### src/rtl/axi4lite2amm_rv_sc_if.sv
// AXI4-Lite slave channels plus Avalon-MM master port of the bridge.
// slave: bridge view; master: the AXI master / Avalon slave side.
interface axi4lite2amm_rv_sc_if;
    logic [31:0] s_awaddr;
    logic        s_awvalid;
    logic        s_awready;
    logic [31:0] s_wdata;
    logic [3:0]  s_wstrb;
    logic        s_wvalid;
    logic        s_wready;
    logic [1:0]  s_bresp;
    logic        s_bvalid;
    logic        s_bready;
    logic [31:0] s_araddr;
    logic        s_arvalid;
    logic        s_arready;
    logic [31:0] s_rdata;
    logic [1:0]  s_rresp;
    logic        s_rvalid;
    logic        s_rready;
    logic [31:0] amm_address;
    logic [31:0] amm_writedata;
    logic [3:0]  amm_byteenable;
    logic        amm_write;
    logic        amm_read;
    logic        amm_waitrequest;
    logic [31:0] amm_readdata;
    logic        amm_readdatavalid;

    modport slave (
        input  s_awaddr, s_awvalid, output s_awready,
        input  s_wdata, s_wstrb, s_wvalid, output s_wready,
        output s_bresp, s_bvalid, input s_bready,
        input  s_araddr, s_arvalid, output s_arready,
        output s_rdata, s_rresp, s_rvalid, input s_rready,
        output amm_address, amm_writedata, amm_byteenable,
        output amm_write, amm_read,
        input  amm_waitrequest, amm_readdata, amm_readdatavalid
    );

    modport master (
        output s_awaddr, s_awvalid, input s_awready,
        output s_wdata, s_wstrb, s_wvalid, input s_wready,
        input  s_bresp, s_bvalid, output s_bready,
        output s_araddr, s_arvalid, input s_arready,
        input  s_rdata, s_rresp, s_rvalid, output s_rready,
        input  amm_address, amm_writedata, amm_byteenable,
        input  amm_write, amm_read,
        output amm_waitrequest, amm_readdata, amm_readdatavalid
    );
endinterface

### src/rtl/axi4lite2amm_rv_sc.sv
// AXI4-Lite slave to Avalon-MM master bridge, one transaction in flight.
// Round-robin read/write arbitration, optional per-phase timeout.
module axi4lite2amm_rv_sc #(
    parameter int unsigned TIMEOUT = 0
) (
    input logic                 aclk,
    input logic                 sreset,
    axi4lite2amm_rv_sc_if.slave bus
);
    localparam int unsigned CW = (TIMEOUT > 0) ? $clog2(TIMEOUT + 1) : 1;
    localparam logic [CW-1:0] TLAST = (TIMEOUT > 0) ? CW'(TIMEOUT - 1) : '0;
    localparam logic [1:0] OKAY   = 2'b00;
    localparam logic [1:0] SLVERR = 2'b10;

    typedef enum logic [2:0] {IDLE, WCMD, RCMD, RWAIT, BRESP, RRESP} state_t;

    state_t        state_q, state_d;
    logic          rdy_q;
    logic          aw_full_q, aw_full_d, w_full_q, w_full_d, ar_full_q, ar_full_d;
    logic [31:0]   aw_addr_q, aw_addr_d, ar_addr_q, ar_addr_d;
    logic [31:0]   w_data_q, w_data_d;
    logic [3:0]    w_strb_q, w_strb_d;
    logic [31:0]   addr_q, addr_d, wdata_q, wdata_d, rdata_q, rdata_d;
    logic [3:0]    be_q, be_d;
    logic [1:0]    resp_q, resp_d;
    logic          last_wr_q, last_wr_d;
    logic [CW-1:0] cnt_q, cnt_d;

    logic        aw_hs, w_hs, ar_hs, wr_go, rd_go, tmo;
    logic [31:0] aw_cur, ar_cur, wd_cur;
    logic [3:0]  ws_cur;

    assign bus.s_awready = rdy_q & ~aw_full_q;
    assign bus.s_wready  = rdy_q & ~w_full_q;
    assign bus.s_arready = rdy_q & ~ar_full_q;

    assign aw_hs = bus.s_awvalid & bus.s_awready;
    assign w_hs  = bus.s_wvalid & bus.s_wready;
    assign ar_hs = bus.s_arvalid & bus.s_arready;

    // A handshake in this cycle can be granted at once, bypassing the buffer.
    assign aw_cur = aw_full_q ? aw_addr_q : bus.s_awaddr;
    assign ar_cur = ar_full_q ? ar_addr_q : bus.s_araddr;
    assign wd_cur = w_full_q ? w_data_q : bus.s_wdata;
    assign ws_cur = w_full_q ? w_strb_q : bus.s_wstrb;
    assign wr_go  = (aw_full_q | aw_hs) & (w_full_q | w_hs);
    assign rd_go  = ar_full_q | ar_hs;
    assign tmo    = (TIMEOUT > 0) && (cnt_q == TLAST);

    assign bus.amm_address    = addr_q;
    assign bus.amm_writedata  = wdata_q;
    assign bus.amm_byteenable = be_q;
    assign bus.amm_write      = (state_q == WCMD);
    assign bus.amm_read       = (state_q == RCMD);
    assign bus.s_bvalid       = (state_q == BRESP);
    assign bus.s_rvalid       = (state_q == RRESP);
    assign bus.s_bresp        = resp_q;
    assign bus.s_rresp        = resp_q;
    assign bus.s_rdata        = rdata_q;

    // Next state: skid buffers, arbiter, command and response sequencing.
    always_comb begin
        state_d   = state_q;
        aw_full_d = aw_full_q | aw_hs;
        w_full_d  = w_full_q | w_hs;
        ar_full_d = ar_full_q | ar_hs;
        aw_addr_d = aw_hs ? bus.s_awaddr : aw_addr_q;
        ar_addr_d = ar_hs ? bus.s_araddr : ar_addr_q;
        w_data_d  = w_hs ? bus.s_wdata : w_data_q;
        w_strb_d  = w_hs ? bus.s_wstrb : w_strb_q;
        addr_d    = addr_q;
        wdata_d   = wdata_q;
        be_d      = be_q;
        rdata_d   = rdata_q;
        resp_d    = resp_q;
        last_wr_d = last_wr_q;
        cnt_d     = cnt_q + CW'(1);
        unique case (state_q)
            IDLE: begin
                if (wr_go && (!rd_go || !last_wr_q)) begin
                    state_d   = WCMD;
                    addr_d    = {aw_cur[31:2], 2'b00};
                    wdata_d   = wd_cur;
                    be_d      = ws_cur;
                    last_wr_d = 1'b1;
                    cnt_d     = '0;
                end else if (rd_go) begin
                    state_d   = RCMD;
                    addr_d    = {ar_cur[31:2], 2'b00};
                    be_d      = 4'hF;
                    last_wr_d = 1'b0;
                    cnt_d     = '0;
                end
            end
            WCMD: begin
                if (!bus.amm_waitrequest || tmo) begin
                    state_d   = BRESP;
                    resp_d    = bus.amm_waitrequest ? SLVERR : OKAY;
                    aw_full_d = 1'b0;
                    w_full_d  = 1'b0;
                end
            end
            RCMD: begin
                if (!bus.amm_waitrequest) begin
                    ar_full_d = 1'b0;
                    if (bus.amm_readdatavalid) begin
                        state_d = RRESP;
                        rdata_d = bus.amm_readdata;
                        resp_d  = OKAY;
                    end else begin
                        state_d = RWAIT;
                        cnt_d   = '0;
                    end
                end else if (tmo) begin
                    ar_full_d = 1'b0;
                    state_d   = RRESP;
                    rdata_d   = '0;
                    resp_d    = SLVERR;
                end
            end
            RWAIT: begin
                if (bus.amm_readdatavalid) begin
                    state_d = RRESP;
                    rdata_d = bus.amm_readdata;
                    resp_d  = OKAY;
                end else if (tmo) begin
                    state_d = RRESP;
                    rdata_d = '0;
                    resp_d  = SLVERR;
                end
            end
            BRESP: if (bus.s_bready) state_d = IDLE;
            RRESP: if (bus.s_rready) state_d = IDLE;
            default: state_d = IDLE;
        endcase
    end

    // State registers; reset abandons any transaction in flight.
    always_ff @(posedge aclk) begin
        if (sreset) begin
            state_q   <= IDLE;
            rdy_q     <= 1'b0;
            aw_full_q <= 1'b0;
            w_full_q  <= 1'b0;
            ar_full_q <= 1'b0;
            aw_addr_q <= '0;
            ar_addr_q <= '0;
            w_data_q  <= '0;
            w_strb_q  <= '0;
            addr_q    <= '0;
            wdata_q   <= '0;
            be_q      <= '0;
            rdata_q   <= '0;
            resp_q    <= OKAY;
            last_wr_q <= 1'b0;
            cnt_q     <= '0;
        end else begin
            state_q   <= state_d;
            rdy_q     <= 1'b1;
            aw_full_q <= aw_full_d;
            w_full_q  <= w_full_d;
            ar_full_q <= ar_full_d;
            aw_addr_q <= aw_addr_d;
            ar_addr_q <= ar_addr_d;
            w_data_q  <= w_data_d;
            w_strb_q  <= w_strb_d;
            addr_q    <= addr_d;
            wdata_q   <= wdata_d;
            be_q      <= be_d;
            rdata_q   <= rdata_d;
            resp_q    <= resp_d;
            last_wr_q <= last_wr_d;
            cnt_q     <= cnt_d;
        end
    end
endmodule

### src/flat_wrapper.sv
// flat-port wrapper written by rule: the top's interface ports become plain ports
module axi4lite2amm_rv_sc_flat 
#(
    parameter int unsigned TIMEOUT = 0
)
  (aclk, sreset, bus_s_awaddr, bus_s_awvalid, bus_s_awready, bus_s_wdata, bus_s_wstrb, bus_s_wvalid, bus_s_wready, bus_s_bresp, bus_s_bvalid, bus_s_bready, bus_s_araddr, bus_s_arvalid, bus_s_arready, bus_s_rdata, bus_s_rresp, bus_s_rvalid, bus_s_rready, bus_amm_address, bus_amm_writedata, bus_amm_byteenable, bus_amm_write, bus_amm_read, bus_amm_waitrequest, bus_amm_readdata, bus_amm_readdatavalid);
  axi4lite2amm_rv_sc_if bus_i ();
  input logic aclk;
  input logic sreset;
  input wire logic [$bits(bus_i.s_awaddr)-1:0] bus_s_awaddr;
  input wire logic [$bits(bus_i.s_awvalid)-1:0] bus_s_awvalid;
  output wire logic [$bits(bus_i.s_awready)-1:0] bus_s_awready;
  input wire logic [$bits(bus_i.s_wdata)-1:0] bus_s_wdata;
  input wire logic [$bits(bus_i.s_wstrb)-1:0] bus_s_wstrb;
  input wire logic [$bits(bus_i.s_wvalid)-1:0] bus_s_wvalid;
  output wire logic [$bits(bus_i.s_wready)-1:0] bus_s_wready;
  output wire logic [$bits(bus_i.s_bresp)-1:0] bus_s_bresp;
  output wire logic [$bits(bus_i.s_bvalid)-1:0] bus_s_bvalid;
  input wire logic [$bits(bus_i.s_bready)-1:0] bus_s_bready;
  input wire logic [$bits(bus_i.s_araddr)-1:0] bus_s_araddr;
  input wire logic [$bits(bus_i.s_arvalid)-1:0] bus_s_arvalid;
  output wire logic [$bits(bus_i.s_arready)-1:0] bus_s_arready;
  output wire logic [$bits(bus_i.s_rdata)-1:0] bus_s_rdata;
  output wire logic [$bits(bus_i.s_rresp)-1:0] bus_s_rresp;
  output wire logic [$bits(bus_i.s_rvalid)-1:0] bus_s_rvalid;
  input wire logic [$bits(bus_i.s_rready)-1:0] bus_s_rready;
  output wire logic [$bits(bus_i.amm_address)-1:0] bus_amm_address;
  output wire logic [$bits(bus_i.amm_writedata)-1:0] bus_amm_writedata;
  output wire logic [$bits(bus_i.amm_byteenable)-1:0] bus_amm_byteenable;
  output wire logic [$bits(bus_i.amm_write)-1:0] bus_amm_write;
  output wire logic [$bits(bus_i.amm_read)-1:0] bus_amm_read;
  input wire logic [$bits(bus_i.amm_waitrequest)-1:0] bus_amm_waitrequest;
  input wire logic [$bits(bus_i.amm_readdata)-1:0] bus_amm_readdata;
  input wire logic [$bits(bus_i.amm_readdatavalid)-1:0] bus_amm_readdatavalid;
  assign bus_i.s_awaddr = bus_s_awaddr;
  assign bus_i.s_awvalid = bus_s_awvalid;
  assign bus_s_awready = bus_i.s_awready;
  assign bus_i.s_wdata = bus_s_wdata;
  assign bus_i.s_wstrb = bus_s_wstrb;
  assign bus_i.s_wvalid = bus_s_wvalid;
  assign bus_s_wready = bus_i.s_wready;
  assign bus_s_bresp = bus_i.s_bresp;
  assign bus_s_bvalid = bus_i.s_bvalid;
  assign bus_i.s_bready = bus_s_bready;
  assign bus_i.s_araddr = bus_s_araddr;
  assign bus_i.s_arvalid = bus_s_arvalid;
  assign bus_s_arready = bus_i.s_arready;
  assign bus_s_rdata = bus_i.s_rdata;
  assign bus_s_rresp = bus_i.s_rresp;
  assign bus_s_rvalid = bus_i.s_rvalid;
  assign bus_i.s_rready = bus_s_rready;
  assign bus_amm_address = bus_i.amm_address;
  assign bus_amm_writedata = bus_i.amm_writedata;
  assign bus_amm_byteenable = bus_i.amm_byteenable;
  assign bus_amm_write = bus_i.amm_write;
  assign bus_amm_read = bus_i.amm_read;
  assign bus_i.amm_waitrequest = bus_amm_waitrequest;
  assign bus_i.amm_readdata = bus_amm_readdata;
  assign bus_i.amm_readdatavalid = bus_amm_readdatavalid;
  axi4lite2amm_rv_sc #(.TIMEOUT(TIMEOUT)) u_core (.aclk(aclk), .sreset(sreset), .bus(bus_i));
endmodule
### config.mk
export PLATFORM = sky130hd
export DESIGN_NAME = axi4lite2amm_rv_sc_flat
export DESIGN_NICKNAME = d
export VERILOG_FILES = /design/src/rtl/axi4lite2amm_rv_sc_if.sv /design/src/rtl/axi4lite2amm_rv_sc.sv /design/src/flat_wrapper.sv
export SDC_FILE = /design/constraint.sdc
export NUM_CORES = 1
export LEC_CHECK = 0
export ABC_AREA = 1
export CAP_MARGIN = 20
export CORE_MARGIN = 1.5
export CORE_UTILIZATION = 48
export CTS_BUF_LIST = sky130_fd_sc_hd__clkbuf_16
export CTS_CLUSTER_SIZE = 20
export DETAILED_ROUTE_END_ITERATION = 10
export PLACE_DENSITY = 0.81
export SETUP_SLACK_MARGIN = 0.2
export SYNTH_ARGS = -nofsm -noshare
export SYNTH_HDL_FRONTEND = slang
export SYNTH_SLANG_ARGS = --single-unit
### constraint.sdc
create_clock -name aclk -period 1.9 [get_ports aclk]
set_input_delay 0.19 -clock aclk [delete_from_list [all_inputs] [get_ports aclk]]
set_output_delay 0.19 -clock aclk [all_outputs]
set_load 0.01 [all_outputs]
Yosys cells after proc, flatten, opt, wreduce, memory -nomap -nowiden
Index checks and enable logic that the tools add are counted. W data, S select, Z words.

Bits in registers: 210. Bits in latches: 0. RAM bits: 0. Memory bits (read-only): 0. Bits of input ports: 141. Output and inout bits: 111. Word-level logic and storage cells: 85. Memories kept: 0.

Add/subtract/negate cells: 0. Multiply operators: 0. Divide/modulo/power cells: 0. $lt $le $gt $ge: 0. Eq/ne operators: 11. Shift operators: 0. Muxes and demuxes: 33. Bitwise logic cells: 13. Reduce and logical (&&, ||, !) cells: 13.

Operator list (number): $mux W32 (7); $pmux W32 S2 (1); $mux W3 (8); $pmux W3 S6 (1); $mux W4 (3); $mux W1 (9); $and A1 B1 Y1 (7); $eq A3 B2 Y1 const B (2); $eq A3 B3 Y1 const B (2); $mux W2 (3); $ne A2 B2 Y1 const B (3); $pmux W2 S3 (1); $reduce_and A2 Y1 (3); $reduce_and A6 Y1 (1); $ne A2 B1 Y1 const B (2); $reduce_bool A2 Y1 (2); $eq A3 B1 Y1 const B (1); $logic_not A3 Y1 (1); $ne A3 B1 Y1 const B (1); $not A1 Y1 (3); $or A1 B1 Y1 (3); $reduce_and A3 Y1 (1); $reduce_bool A3 Y1 (1); $logic_not A1 Y1 (2); 2 further kinds (2).

Longest topological paths before layout
Gate-level depths: netlist of run 1.

Depth after elaboration: 9. Gate-level depth with buffers: 9. Gate-level depth less buffers: 9.

Worst setup path after synthesis of run 1
OpenSTA, ideal clock, no wires.

Path kind: reg2reg. Start point: register u_core.state_q[0]. End point: register u_core.state_q[0]. Library setup time: 0.113 ns. Arrival time: 1.211 ns. Required time: 1.787 ns. Path slack: 0.576 ns. Stages on the path, launching flop included: 10. Buffers on the path: 0. Clock period less this slack: 1.324 ns. Path through: dfxtp_1 inv_1 nor3_2 nand2_1 nand2_1 nor2_1 nand2_2 nand2_1 nand2_1 nor2_1.

Longest elaborated chain between the ends: 3. Elaborated cells between the ends (all ways): 14. Those cells by class: eq/ne: 11; mux: 1; reduce/logical: 2.

RTL lines: start: declaration (line axi4lite2amm_rv_sc.sv:17) `state_t state_q, state_d;`; start signal: assignment (line axi4lite2amm_rv_sc.sv:158) `state_q <= state_d;`; $eq A3 B1 Y1 (*); net bus_amm_write (line flat_wrapper.sv:30) `output wire logic [$bits(bus_i.amm_write)-1:0] bus_amm_write;`; $ne A2 B2 Y1 (no line); $reduce_and A6 Y1 (no line).

Mark *: on every way through the listed nets, which the timed path passes. The rest lies on a longest branch. A chain may end at the register's enable or synchronous reset.

Final worst setup path of run 1
Start point: register u_core.be_q[0], in the netlist u_core.bus.amm_byteenable[0]. End point: output bus_amm_byteenable[0].

RTL lines: start: declaration (line axi4lite2amm_rv_sc.sv:24) `logic [3:0] be_q, be_d;`; start signal: assignment (line axi4lite2amm_rv_sc.sv:152) `be_q <= '0;`; start signal: assignment (line axi4lite2amm_rv_sc.sv:169) `be_q <= be_d;`; end: declaration (line flat_wrapper.sv:29) `output wire logic [$bits(bus_i.amm_byteenable)-1:0] bus_amm_byteenable;`.

No word-level cell between the ends.

==> results of run 1 <==
cell families (layout without fill, tap and decap cells):
group	count (synthesis)	in the layout
other cells	1	7
buf+inv	234	446
compound gates	423	423
simple gates	372	372
flops	202	202
area by class of cell:
type / instances / area (um^2)
fillers: 1425 / 5450
flip-flops and latches: 202 / 4060
multi-input cells: 801 / 3650
repair buffers: 266 / 2750
clock buffers: 23 / 576
inverters: 142 / 538
well taps: 225 / 282
clock inverters: 15 / 116
diodes: 1 / 2.50
cell usage in the layout (no fill, tap or decap), types with 2 or more instances in the layout:
| cell | synthesis | routed |
|---|---|---|
| buf_4 | 12 | 12 |
| o21ai_1 | 9 | 9 |
| conb_1 | 1 | 6 |
| nand2_2 | 2 | 2 |
| nand3_2 | 3 | 3 |
| dfxtp_4 | 0 | 2 |
| clkdlybuf4s50_1 | 0 | 234 |
| clkbuf_2 | 4 | 3 |
| buf_12 | 0 | 13 |
| a21oi_2 | 1 | 2 |
| inv_1 | 137 | 141 |
| inv_2 | 3 | 4 |
| nor3_1 | 2 | 2 |
| clkbuf_16 | 0 | 23 |
| a21oi_1 | 136 | 135 |
| dfxtp_1 | 202 | 195 |
| clkinv_2 | 0 | 6 |
| dfxtp_2 | 0 | 5 |
| clkinv_1 | 1 | 2 |
| o21ai_0 | 274 | 274 |
| nor3_4 | 1 | 2 |
| nor2_4 | 1 | 2 |
| nand2_1 | 171 | 170 |
| clkdlybuf4s15_2 | 0 | 3 |
| nand3_1 | 5 | 5 |
| nor2_1 | 181 | 181 |
| bufinv_16 | 0 | 2 |
| inv_4 | 1 | 2 |
where the power goes:
group | total (W) | switching (W) | internal, W
registers | 0.00537 | 0.000397 | 0.00497
clock network | 0.00413 | 0.00168 | 0.00245
logic | 0.00407 | 0.00212 | 0.00194
total | 0.0136 | 0.00420 | 0.00936
per-stage QoR:
stage / hold slack (ns) / cell area, um^2 / util (%) / instances / power (W)
3_3_place_gp: 0.430 / 11300 / 64.6 / 1635 / 0.00936
6_report: 0.251 / 12000 / 68.7 / 1675 / 0.0136
5_1_grt: 0.272 / 12000 / 68.7 / 1674 / 0.0143
4_1_cts: 0.242 / 12000 / 68.6 / 1673 / 0.0136
3_5_place_dp: 0.433 / 11300 / 64.6 / 1635 / 0.00946
2_1_floorplan: 0.259 / 8620 / - / 1237 / 0.00746
worst min-delay path by stage:
stage | start | end | slack, ns | cells after the start
after floorplan | sreset | u_core.last_wr_q$_SDFFE_PP0P_ | 0.26 | 1
final | bus_s_araddr[7] | u_core.ar_addr_q[7]$_SDFFE_PP0P_ | 0.25 | 3
after global routing | bus_s_araddr[7] | u_core.ar_addr_q[7]$_SDFFE_PP0P_ | 0.27 | 3
after detailed placement | u_core.bus.amm_writedata[1]$_SDFFE_PP0P_ | u_core.bus.amm_writedata[1]$_SDFFE_PP0P_ | 0.43 | 2
after global placement | u_core.bus.amm_writedata[10]$_SDFFE_PP0P_ | u_core.bus.amm_writedata[10]$_SDFFE_PP0P_ | 0.43 | 2
after CTS | bus_s_araddr[7] | u_core.ar_addr_q[7]$_SDFFE_PP0P_ | 0.24 | 3
metal layers:
| layer | wire length [um] | track usage [%] | up-vias | share of wire (%) |
|---|---|---|---|---|
| met5 | 13 | 0 | - | 0.054 |
| met4 | 635 | 7.02 | 2 | 2.6 |
| met3 | 2030 | 6.41 | 45 | 8.5 |
| met2 | 11300 | 41.0 | 283 | 47 |
| met1 | 10000 | 31.2 | 3809 | 42 |
| li1 | - | - | 4347 | - |
flip-flops by register name, summed over array words and instances, names as in the netlist:
register,cells
u_core.bus.amm_writedata,32
u_core.ar_addr_q,30
u_core.w_full_q,1
u_core.bus.amm_byteenable,4
u_core.aw_full_q,1
u_core.last_wr_q,1
u_core.w_data_q,32
u_core.w_strb_q,4
u_core.state_q,3
u_core.aw_addr_q,30
u_core.rdy_q,1
u_core.bus.amm_address,30
u_core.bus.s_rdata,32
u_core.ar_full_q,1
what timing repair did:
| item | in CTS | in global routing |
|---|---|---|
| setup buffers | 0 | 1 |
| setup endpoints to repair | 7 | 46 |
| hold buffers | 0 | 0 |
| pin swaps | 0 | 2 |
| resized for setup | 19 | 13 |
==> results.md, run 1 <==
- Status: complete, no violations
- Max incr delay on CP: 0.62 ns
- Initial antenna violation count: 3
- Final ANT Viol Nets: 0
- Number of synthesized flops with an enable pin: 0
- Syn Inst Count: 1232
- CP Capture Point: bus_amm_byteenable[0]
- Total CTS buffers: 22
- Worst reg2reg path depth: 8
- Die Ht: 137 um
- Die X: 137 um
- Critical R2R Capture: u_core.bus.amm_address[30]$_SDFFE_PP0P_
- Vias in the first global route: 7517
- Slew Limit Fails: 0
- CP Launch Point: u_core.bus.amm_byteenable[0]$_SDFFE_PP0P_
- Final worst setup slack: 0.237 ns
- Top Ports: 252
- Residual DRC count: 0
- Fin. Hold Viols: 0
- Type of destination of the critical path: output pin
- Gr ovfl total: 0
- CTS Buffer Depth: 3
- Count of state elements after synthesis: 202
- Port Buffers: 241
- Via Count: 8486
- GRT Util Overall: 24.5%
- H-tree lvl count: 1
- Crit path DAT: 1.47 ns
- Final Cycle Share: 87.5%
- Worst path slowest cell: clkdlybuf4s50_1
- Layout area overhead: 39.1%
- Kind of critical path: register to output pin
- Crit path buffers/inverters: 1
- Synthesized-area fraction occupied by and/or/nand/nor cells: 17.1%
- Drt pass-1 iters: 5
- Reg2Reg Launch Point: u_core.w_full_q$_SDFF_PP0_
- Most common cell in the netlist: o21ai_0
- Final nets: 1576
- Reg2Reg Setup Slack: 0.39 ns
- Synthesized cell area: 8600 um^2
- Crit path time final: 1.66 ns
- CP Depth: 1
- Die ar.: 18700 um^2
- Initial Util: 49.4%
- Crit-path cells: clkdlybuf4s50_1
- Syn. warnings: 0
- Peak Freq: 0.601 GHz
- Synth unique cells: 30
- Static leakage: 4.84 nW
- Largest family of logic cells by synthesized area: compound AO/OA/AOI/OAI gates
- WP data required: 1.71 ns
- Area leader, netlist: dfxtp_1
- Detailed Place HPWL: 16500 um
- Vias per inst: 5.07
- Max Cap Violations: 0
- Row count: 48
- Synth Flop Type: dfxtp_1
- CTS Sinks: 202
- Synth top area cells: dfxtp_1, o21ai_0, a21oi_1
- Mux contribution to synthesized area: 0%
- Fraction of layout cells with a size suffix above 1: 6.21%
- TNS Setup: 0 ns
- Worst-margin pin slew: 0.524 ns
- Relative slew slack: 65.0%
- First-pass GRT wire length: 36900 um
- Startpoint Class: register
- Largest net degree at the start of global routing: 69
- Worst-path clk slew: 0.06 ns
- GPL Wtd Cong: 0.831
- Pwr dens: 1130 nW/um^2
- Avg Inst Size Synth: 6.98 um^2
- WL/cell: 14.3 um
- Peak VDD IR: 0.921 mV
- Worst Skew: 0.00724 ns
- Iter 0 DRT Violations: 652
- CTS tree: done
- Synth Area in Adders: 0%
- RSZ-0062 raised after global routing: yes
- Worst path top cell family by delay: buffers and inverters
- Setup-failing EPs final: 0
- Sequential area share after synthesis: 47.0%
- Async set-reset flop share out of synthesis: 0%
- Most frequent cells after synthesis: o21ai_0, dfxtp_1, nor2_1
- Worst Hold Class: input port to register
- Root Buffer: clkbuf_16
- DP Worst Slack: 0.0981 ns
- Core area: 17400 um^2
- Clock latency on the worst-skew pair: 0.50 ns
- Post-Route WL: 24000 um
- Compound-Gate Fraction of Synth Area: 24.7%
- Yosys top cell area share: 47.0%
- Xor-xnor portion of the synthesized cell area: 0%
- Worst-path fanout max: 2
Power figures use the tool's default switching activity.
==> run 2, diff against run 1 <==
--- a/config.mk
+++ b/config.mk
@@ -14,6 +14,7 @@
 export DETAILED_ROUTE_END_ITERATION = 10
 export PLACE_DENSITY = 0.81
 export SETUP_SLACK_MARGIN = 0.2
+export SLEW_MARGIN = 5
 export SYNTH_ARGS = -nofsm -noshare
 export SYNTH_HDL_FRONTEND = slang
 export SYNTH_SLANG_ARGS = --single-unit
==> results of run 2 <==
Same layout as run 1: the final DEF is identical, and so are final timing and power.
